===== src/rtl/serdes_pkg.sv =====
// Definitions shared by the parallel2serial / serial2parallel pair.
package serdes_pkg;

    localparam int SERDES_WIDTH = 8;

    typedef enum logic {
        IDLE  = 1'b0,
        SHIFT = 1'b1
    } s2p_state_t;

    // Position in the parallel word of the idx-th serial bit of a frame.
    function automatic int bit_order(input bit msb_first, input int idx, input int width);
        return msb_first ? (width - 1 - idx) : idx;
    endfunction

endpackage


===== src/rtl/s2p_shifter.sv =====
// Shift register and bit counter of the deserializer.
// Control priority is clear > load > shift.
module s2p_shifter
    import serdes_pkg::*;
#(
    parameter int WIDTH     = SERDES_WIDTH,
    parameter bit MSB_FIRST = 1'b1
) (
    input  logic                     clk,
    input  logic                     rst_n,
    input  logic                     load_i,
    input  logic                     shift_i,
    input  logic                     clear_i,
    input  logic                     bit_i,
    output logic [WIDTH-1:0]         word_next_o,
    output logic [$clog2(WIDTH)-1:0] cnt_o
);

    localparam int CW = $clog2(WIDTH);
    // Every incoming bit enters where the last bit of a frame finally sits.
    localparam int INS_POS = bit_order(MSB_FIRST, WIDTH - 1, WIDTH);

    logic [WIDTH-1:0] sreg_q, sreg_d, shifted;
    logic [CW-1:0]    cnt_q, cnt_d;

    always_comb begin
        if (MSB_FIRST) begin
            shifted = {sreg_q[WIDTH-2:0], bit_i};
        end else begin
            shifted = {bit_i, sreg_q[WIDTH-1:1]};
        end
    end

    always_comb begin
        sreg_d = sreg_q;
        cnt_d  = cnt_q;
        if (clear_i) begin
            sreg_d = '0;
            cnt_d  = '0;
        end else if (load_i) begin
            sreg_d = WIDTH'(bit_i) << INS_POS;
            cnt_d  = CW'(1);
        end else if (shift_i) begin
            sreg_d = shifted;
            cnt_d  = cnt_q + CW'(1);
        end
    end

    always_ff @(posedge clk or negedge rst_n) begin
        if (!rst_n) begin
            sreg_q <= '0;
            cnt_q  <= '0;
        end else begin
            sreg_q <= sreg_d;
            cnt_q  <= cnt_d;
        end
    end

    assign word_next_o = shifted;
    assign cnt_o       = cnt_q;

endmodule


===== src/rtl/serial2parallel.sv =====
// Deserializer for the framed stream of parallel2serial: rebuilds WIDTH-bit
// words, pulses out_valid on good frames and frame_err on discarded ones.
module serial2parallel
    import serdes_pkg::*;
#(
    parameter int WIDTH     = SERDES_WIDTH,
    parameter bit MSB_FIRST = 1'b1
) (
    input  logic             clk,
    input  logic             rst_n,
    input  logic             serial_start,
    input  logic             serial_in,
    input  logic             serial_end,
    output logic [WIDTH-1:0] parallel_out,
    output logic             out_valid,
    output logic             frame_err,
    output logic             busy
);

    localparam int CW = $clog2(WIDTH);

    s2p_state_t       state_q, state_d;
    logic [WIDTH-1:0] parallel_out_q, parallel_out_d;
    logic             out_valid_q, out_valid_d;
    logic             frame_err_q, frame_err_d;
    logic             load, shift, clear;
    logic [WIDTH-1:0] word_next;
    logic [CW-1:0]    cnt;
    logic             lastBit;

    s2p_shifter #(
        .WIDTH     (WIDTH),
        .MSB_FIRST (MSB_FIRST)
    ) u_shifter (
        .clk         (clk),
        .rst_n       (rst_n),
        .load_i      (load),
        .shift_i     (shift),
        .clear_i     (clear),
        .bit_i       (serial_in),
        .word_next_o (word_next),
        .cnt_o       (cnt)
    );

    assign lastBit = (cnt == CW'(WIDTH - 1));

    // A start always wins in SHIFT, so a start+end there is treated as a restart.
    always_comb begin
        state_d        = state_q;
        parallel_out_d = parallel_out_q;
        out_valid_d    = 1'b0;
        frame_err_d    = 1'b0;
        load           = 1'b0;
        shift          = 1'b0;
        clear          = 1'b0;
        unique case (state_q)
            IDLE: begin
                if (serial_start && serial_end) begin
                    frame_err_d = 1'b1;
                end else if (serial_start) begin
                    load    = 1'b1;
                    state_d = SHIFT;
                end
            end
            SHIFT: begin
                if (serial_start) begin
                    frame_err_d = 1'b1;
                    load        = 1'b1;
                end else if (serial_end && lastBit) begin
                    parallel_out_d = word_next;
                    out_valid_d    = 1'b1;
                    clear          = 1'b1;
                    state_d        = IDLE;
                end else if (serial_end || lastBit) begin
                    frame_err_d = 1'b1;
                    clear       = 1'b1;
                    state_d     = IDLE;
                end else begin
                    shift = 1'b1;
                end
            end
            default: state_d = IDLE;
        endcase
    end

    always_ff @(posedge clk or negedge rst_n) begin
        if (!rst_n) begin
            state_q        <= IDLE;
            parallel_out_q <= '0;
            out_valid_q    <= 1'b0;
            frame_err_q    <= 1'b0;
        end else begin
            state_q        <= state_d;
            parallel_out_q <= parallel_out_d;
            out_valid_q    <= out_valid_d;
            frame_err_q    <= frame_err_d;
        end
    end

    assign parallel_out = parallel_out_q;
    assign out_valid    = out_valid_q;
    assign frame_err    = frame_err_q;
    assign busy         = (state_q == SHIFT);

endmodule


===== config.mk =====
export PLATFORM = sky130hd
export DESIGN_NAME = serial2parallel
export DESIGN_NICKNAME = d
export VERILOG_FILES = /design/src/rtl/serdes_pkg.sv /design/src/rtl/s2p_shifter.sv /design/src/rtl/serial2parallel.sv
export SDC_FILE = /design/constraint.sdc
export NUM_CORES = 1
export LEC_CHECK = 0
export CORE_MARGIN = 3
export CORE_UTILIZATION = 50
export CTS_CLUSTER_SIZE = 8
export DETAILED_ROUTE_END_ITERATION = 10
export PLACE_DENSITY_LB_ADDON = 0.15
export SYNTH_ARGS = -nofsm -noshare
export SYNTH_HDL_FRONTEND = slang
export SYNTH_SLANG_ARGS = --single-unit

===== constraint.sdc =====
create_clock -name clk -period 1.95 [get_ports clk]
set_clock_uncertainty 0.1 [all_clocks]
set_input_delay 0.39 -clock clk [delete_from_list [all_inputs] [get_ports clk]]
set_output_delay 0.39 -clock clk [all_outputs]
set_load 0.02 [all_outputs]

==> After elaboration in Yosys (flattened, before gate mapping) <==
Index checks and enable logic that the tools add are counted.
{ "op_classes": {"n_addsub": 1, "eq_ne": 1, "muxes": 26, "bitwise": 2, "reduce_logical": 5} }
{ "ops": {"columns": ["cell", "count"], "rows": [
  ["two-way mux 7 bit", 3],
  ["two-way mux 1 bit", 17],
  ["two-way mux 3 bit", 3],
  ["case mux 1 bit (2 select lines)", 3],
  ["adder 3 x 1 -> 3 bit (second input constant)", 1],
  ["equality test 3 bit (second input constant)", 1],
  ["AND reduction 3 bit", 1],
  ["nonzero test 3 bit", 1],
  ["logical AND 1 bit", 2],
  ["inverter 1 bit", 2],
  ["logical OR 1 bit", 1]
]} }
{ "totals": {"regBits": 21, "inputBits": 5, "out_inout_bits": 11, "word_cells": 41} }

==> Logic depth before layout (Yosys ltp) <==
Gate-level depths: netlist of the first run.
{ "depth": {"ltp_word": 9, "depth_mapped": 6, "ltp_nobuf": 6} }

==> Hierarchy <==
Synthesis of the first run repeated with hierarchy kept, for this count alone.
{ "hier_totals": {"cells_unflattened": 72, "hier_area_um2": 918.4} }
{ "modules_own_cells": {"columns": ["mod", "n_inst", "cells_per_inst", "area_each_um2", "seq_area_each_um2"], "rows": [
  ["serial2parallel", 1, 34, 470.5, 275.3],
  ["s2p_shifter", 1, 38, 447.9, 250.2]
]} }

==> Worst setup path before layout of the first run <==
No wires, ideal clock.
{ "synth_path": {"path_type": "reg-to-reg", "start": "reg u_shifter.cnt_q[0], in the netlist u_shifter.cnt_o[0]", "end": "reg parallel_out_q[0], in the netlist parallel_out[0]", "setup_time_ps": 125, "arrival_time_ps": 1412, "required_time_ps": 1725, "setup_slack_ps": 313, "path_stages_with_launch": 6, "path_buffers": 0, "period_less_slack_ps": 1637, "cell_sequence": "dfrtp_1 > ha_1 > ha_1 > ha_1 > nand3b_4 > mux2_2"} }
{ "synth_between": {"elab_chain_cells": 3} }
{ "synth_rtl": {"columns": ["element", "line_no", "text"], "rows": [
  ["from (decl)", "s2p_shifter.sv:24", "logic [CW-1:0] cnt_q, cnt_d;"],
  ["from (signal assigned)", "s2p_shifter.sv:55", "cnt_q <= cnt_d;"],
  ["equality test 3 bit", "serial2parallel.sv:45", "assign lastBit = (cnt == CW'(WIDTH - 1));"],
  ["logical AND 1 bit", "serial2parallel.sv:69", "end else if (serial_end && lastBit) begin"],
  ["AND reduction 3 bit (no line)", null, null],
  ["to (signal assigned)", "serial2parallel.sv:94", "parallel_out_q <= parallel_out_d;"],
  ["to (decl)", "serial2parallel.sv:23", "logic [WIDTH-1:0] parallel_out_q, parallel_out_d;"]
]} }
Every way passes these cells.
A chain may end at the register's enable or synchronous reset.

==> Worst setup path after layout of the first run <==
{ "layout_path": {"start": "reg u_shifter.cnt_q[0], in the netlist u_shifter.cnt_o[0]", "end": "reg parallel_out_q[2], in the netlist parallel_out[2]"} }
The elaborated chain is that of the path after synthesis.

==> results.md, run 1 <==
- Crit-path max FO: 9
- Post-CTS resize count: 0
- Worst-path cell chain: ha_1 > ha_1 > ha_1 > nand3b_4 > mux2_2
- Period utilization: 0.902
- Yosys top cell area share: 0.573
- Final antenna-violating net count: 0
- Gr usage total: 0.144
- Largest cells by area after synthesis: dfrtp_1 57%, mux2_2 9.8%, ha_1 5.5%, nand2_1 4.9%, o22ai_1 4.1%
- Syn. warnings: 0
- Clock buffer count from CTS: 3
- Die height: 48.8 um
- Switching share of power: 0.251
- Fmax achieved: around 570 MHz
- Synth area leader: dfrtp_1
- Critical path class: reg -> reg
- Clock Pin Slew Worst Setup and Hold Paths: around 110 ps
- Final min period: around 1800 ps
- Final HPWL from detailed placement: about 1100 um
- Drt drc: 0
- Number of global-route vias before repair: 621
- Worst IR drop on VDD: 0.557 mV
- TritonCTS clock tree: yes
- PD cells: between 600 and 700 mW/mm2
- Final Hold Fails: 0
- Core ar.: 0.00161 mm2
- Via density: between 5 and 6
- Setup TNS: 0 ps
- Max-slew violations: 0
- Via count: 620
- DR WL/cell: around 12 um
- Setup Buffers After CTS: 0
- Multi-input combinational cell area: 349 um2
- Iter 0 DRT Violations: 11
- Area Overhead vs Synth: 22.5%
- Row count: 14
- CP Capture Type: flop
- Mapped Area: just over 900 um2
- Clk_lat worst skew: 290 ps
- Worst Tran Pin Value: between 200 and 300 ps
- Seq/Total Area, Yosys: 0.573
- Critical Path Source Type: flop
- P_sw: 192 uW
- Family with the most delay on the worst path: adder cells
- CP peak stage delay: 420 ps
- Synth Register Bits: 21
- WHS: 321 ps
- MaxCap Viol Count: 0
- Syn Area/Cell: approximately 12 um2
- CP arrival: 1850 ps
- Non-Filler Instances: between 100 and 150
- Worst Path Required: 2040 ps
- Clock buffer depth: 2
- Status: finished, final reports clean
- Syn Nets: between 80 and 90
- Syn Inst Count: 79
- Final GP Congestion: just under 0.7
- Routed WL: about 1400 um
- Root buffer cell: clkbuf_4
- Number of top-level pins: 16
- Detailed Routing Iterations Pass 1: 4
- Crit path max-delay cell type: dfrtp_1
- Initial antenna violation count: 0
- Synth unique cells: 20
- Htree depth: 1
- First-pass GRT wire length: 2700 um
- Layout cells sized above 1: 0.163
- Part of the power in registers: 0.607
- Worst relative slew slack: 0.828
- Die area: between 0.002 and 0.0025 mm2
- ANT cells: 0
- Register area: 526 um2
- Largest net degree at the start of global routing: 22
- WP buf/inv: 0
- Buffers added on ports: 15
- Final net count: 108
- CTS Sinks: 21
- DIE WIDTH: 48.8 um
- Unrepaired setup endpoints after global routing: false
- DP Cell Count: 118
- Pleak: 0.000554 uW
- Final Util: 0.697
- Comb power frac: 0.134
- Clock Power Share: 0.259
- Hold Path Class: in -> async
- Fillers: between 100 and 150
- Initial Util: 0.569
- Post-CTS Hold Fix Bufs: 0
- GRT overflow: 0
- Most Frequent Cell on Critical Path: ha_1
- Final setup fails: 0
- Int Pwr: 574 uW
[stage by stage]
step	setup WS, ps	power [uW]	cell area, um2
6_report	190	766	1120
5_1_grt	101	811	1120
4_1_cts	175	773	1120
3_5_place_dp	90.0	576	1100
3_3_place_gp	113	574	1100
2_1_floorplan	313	535	917
[metal layers]
metal / GRT usage / part of all wire / vias to the layer above
met2: 0.229 / 0.44 / 14
met4: 0.0569 / 0.0084 / 0
met1: 0.193 / 0.51 / 300
met3: 0.0306 / 0.040 / 2
li1: - / - / 304
met5: 0 / 0 / -
[placed cells by master, fill, tap and decap left out, drive strengths merged, types with 3 or more instances in the layout]
master	instances
buf	3
o22ai	6
clkdlybuf4s50	15
dfrtp	21
mux2	8
nand2	12
nor2	6
clkbuf	3
a21oi	3
inv	5
ha	4
[flip-flops by register name (all words and copies together) (netlist names)]
| register | count |
|---|---|
| u_shifter.sreg_q | 7 |
| u_shifter.cnt_o | 3 |
| frame_err | 1 |
| busy | 1 |
| parallel_out | 8 |
| out_valid | 1 |
[layout make-up]
cell class | count | share of cell area
multi-input combinational | 50 | 0.311
clock buffer | 3 | 0.0200
clock inverter | 1 | 0.00445
sequential | 21 | 0.468
tap | 24 | 0.0267
timing repair buffer | 18 | 0.154
inverter | 5 | 0.0167
[worst reg2reg max path, stage by stage (launching register included)]
cell and delay (ps):
dfrtp_1 420, ha_1 220, ha_1 200, ha_1 210, nand3b_4 150, mux2_2 350
[synth_stat cells (all sizes together)]
library cell / instances
dfrtp: 21
nand2: 12
mux2: 8
nor2: 6
o22ai: 6
inv: 5
ha: 4
a21oi: 3
buf: 3
a22o: 2
o21ai: 2
a211oi: 1
and2b: 1
nand2b: 1
nand3b: 1
nor3: 1
nor3b: 1
or2b: 1
[power by group through the flow]
stage	sequential, uW	combinational (uW)	clock, uW
floorplan	478	56.8	0
global placement	473	101	0
detailed placement	474	102	0
CTS	465	104	204
global route	468	114	229
finish	465	102	198
[final timing paths]
path	depth (start not counted)	startpoint	end	slack [ps]
worst max register to register	5	u_shifter.cnt_o[0]$_DFFE_PN0P_	parallel_out[2]$_DFFE_PN0P_	190
worst min-delay path	2	rst_n	parallel_out[4]$_DFFE_PN0P_	320
min in group clk	1	parallel_out[3]$_DFFE_PN0P_	parallel_out[3]$_DFFE_PN0P_	420
worst min register to register	1	parallel_out[3]$_DFFE_PN0P_	parallel_out[3]$_DFFE_PN0P_	420
worst max-delay path	5	u_shifter.cnt_o[0]$_DFFE_PN0P_	parallel_out[2]$_DFFE_PN0P_	190
max in group asynchronous	2	rst_n	frame_err$_DFF_PN0_	1220
[logic make-up after synthesis]
family | share of synthesized area
simple gates | 0.132
flops | 0.573
compound gates | 0.0955
buf+inv | 0.0464
mux | 0.0982
fa+ha+maj | 0.0546
Note: power is estimated with default switching activity, not from simulation.
==> run 2: changes to the inputs <==
Settings changed: ABC_AREA from default to 1.
==> results.md, run 2 <==
- Clock buffer count from CTS: 3 (unchanged)
- Crit path max-delay cell type: clkdlybuf4s50_1
- Worst relative slew slack: 0.740 (-0.0875)
- Die height: 48.9 um (about the same)
- Clk_lat worst skew: 290 ps (about the same)
- Seq/Total Area, Yosys: 0.572 (-0.000781)
- CTS Sinks: 21 (unchanged)
- Largest register FFs: 8 (unchanged)
- Drt drc: 0 (unchanged)
- First-pass GRT wire length: 2890 um (+7.2%)
- Clock buffer depth: 2 (unchanged)
- Final Hold Fails: 0 (unchanged)
- Number of global-route vias before repair: 678 (+9.2%)
- DR WL/cell: 11.9 um (+0.90%)
- Post-CTS Hold Fix Bufs: 0 (unchanged)
- Root buffer cell: clkbuf_4
- Family with the most delay on the worst path: buffers and inverters
- Largest net degree at the start of global routing: 22 (unchanged)
- Unrepaired setup endpoints after global routing: false
- Status: finished, final reports clean
- CP peak stage delay: 610 ps (+190 ps)
- Critical path class: reg -> out
- Buffers added on ports: 15 (unchanged)
- Commonest non-fill, non-tap cell in the layout: nand2_1
- DIE WIDTH: 48.9 um (about the same)
- Worst Tran Pin Value: 387 ps (+129 ps)
- Routed WL: 1610 um (+12%)
- Syn Nets: 103 (+17%)
- Clock Pin Slew Worst Setup and Hold Paths: 110 ps (about the same)
- Die area: 0.00239 mm2 (+0.10%)
- Gr usage total: 0.154 (+0.0100)
- FF-to-FF path depth: 8 (+3)
- Setup TNS: 0 ps (unchanged)
- Crit-path max FO: 2 (-7)
- Initial Util: 0.570 (+0.000776)
- Max-slew violations: 0 (unchanged)
- Yosys top cell area share: 0.572 (-0.000781)
- Final GP Congestion: 0.767 (+10%)
- PD cells: 667 mW/mm2 (-2.2%)
- Worst-path cell chain: clkdlybuf4s50_1
- R2R Path End: u_shifter.sreg_q[0]$_DFFE_PN0P_
- Number of top-level pins: 16 (unchanged)
- Setup Buffers After CTS: 0 (unchanged)
- Syn Inst Count: 94 (+19%)
- Syn Area/Cell: 9.77 um2 (-16%)
- Fmax achieved: 565 MHz (-0.55%)
- Crit path from: parallel_out[2]$_DFFE_PN0P_
- Syn. warnings: 0 (unchanged)
- Synth cell count leaders: 28 x nand2_1, 21 x dfrtp_1, 10 x inv_1, 8 x nand4_1, 7 x o21ai_0
- Top FF cell, synth: dfrtp_1
- Mapped Area: 918 um2 (+0.14%)
- Cell area after layout: 0.00112 mm2 (-0.45%)
- RR Startpoint: u_shifter.cnt_o[0]$_DFFE_PN0P_
- Row count: 14 (unchanged)
- R2R setup slack: 230 ps (+40 ps)
- Initial antenna violation count: 0 (unchanged)
- WP buf/inv: 1 (+1)
- Final setup fails: 0 (unchanged)
- Place WS: 77.2 ps (-12.9 ps)
- Final WS setup: 180 ps (-9.72 ps)
- Hold Path Class: in -> async
- Fillers: 130 (-2.3%)
- Final Power: 746 uW (-2.6%)
- Layout cells sized above 1: 0.134 (-0.0293)
- ANT cells: 0 (unchanged)
- Top-count cell post-synth: nand2_1
- Final HPWL from detailed placement: 1190 um (+8.8%)
- Synth unique cells: 16 (-20%)
- Post-synth EDFFs: 0 (unchanged)
- Final net count: 122 (+13%)
- Period utilization: 0.907 (+0.00498)
- Asr flop ratio synth: 1.00 (unchanged)
- Post-CTS resize count: 0 (unchanged)
- CP Capture Type: primary output
- Area Overhead vs Synth: 21.8%
- Htree depth: 1 (unchanged)
- Synth area leader: dfrtp_1
- Via density: 5.03 (-1.0%)
- Area post-placement: 0.00109 mm2 (-0.34%)
- Worst IR drop on VDD: 0.464 mV (-17%)
- CP arrival: 1280 ps (-570 ps)
- TritonCTS clock tree: yes
- Largest cells by area after synthesis: dfrtp_1 57%, nand2_1 11%, o21ai_2 5.7%, ha_1 5.4%, nand4_1 5.4%
- Core ar.: 0.00161 mm2 (unchanged)
- Critical Path Source Type: flop
- Worst Path Required: 1460 ps (-580 ps)
- Final antenna-violating net count: 0 (unchanged)
- Iter 0 DRT Violations: 13 (+2)
- Detailed Routing Iterations Pass 1: 4 (unchanged)
- Pleak: 0.000540 uW (-2.6%)
- GRT overflow: 0 (unchanged)
- Final min period: 1770 ps (+9.72 ps)
- MaxCap Viol Count: 0 (unchanged)
- Via count: 684 (+10%)
- Synth Register Bits: 21 (unchanged)
- Most frequent cells in the layout: 28 x nand2_1, 21 x dfrtp_1, 15 x clkdlybuf4s50_1
## run 2: how the worst max path moves through the flow
stage,end,slack (ps),depth (start not counted)
3_5_place_dp,u_shifter.sreg_q[0]$_DFFE_PN0P_,80,7
6_report,parallel_out[2],180,1
5_1_grt,u_shifter.sreg_q[0]$_DFFE_PN0P_,90,8
4_1_cts,parallel_out[2],170,1
3_3_place_gp,u_shifter.sreg_q[0]$_DFFE_PN0P_,110,7
2_1_floorplan,u_shifter.cnt_o[0]$_DFFE_PN0P_,440,9
## run 2: final cells by class
type                            instances  area [um2]  area share
Sequential cell                        21         526       0.470
Timing Repair Buffer                   18         173       0.154
Multi-Input combinational cell         58         323       0.289
Inverter                               11        41.3      0.0369
Tap cell                               24        30.0      0.0268
Clock buffer                            4        26.3      0.0235
## run 2: logic make-up (layout without fill, tap and decap cells)
kind of cell	count (synthesis)	in the layout	synth area share
simple gates	40	40	0.196
buf+inv	15	33	0.0763
fa+ha+maj	4	4	0.0545
flops	21	21	0.572
compound gates	14	14	0.101
## run 2: routing by layer
layer  track usage  up-vias  part of all wire
met2         0.262       10              0.50
met1         0.190      332              0.46
met4        0.0616        0            0.0050
met3        0.0336        2             0.035
li1              -      340                 -
met5             0        -                 0
## run 2: through the flow
step | cells | util | hold slack (ps)
CTS | 136 | 0.694 | 327
detailed placement | 132 | 0.678 | 368
floorplan | 94 | - | -5.59
global route | 136 | 0.694 | 345
finish | 136 | 0.694 | 318
global placement | 132 | 0.678 | 364
## run 2: report_power, final
group,internal [uW],total [uW],switching (uW)
sequential,450,460,10.3
clock,79.5,200,120
combinational,32.3,85.9,53.6
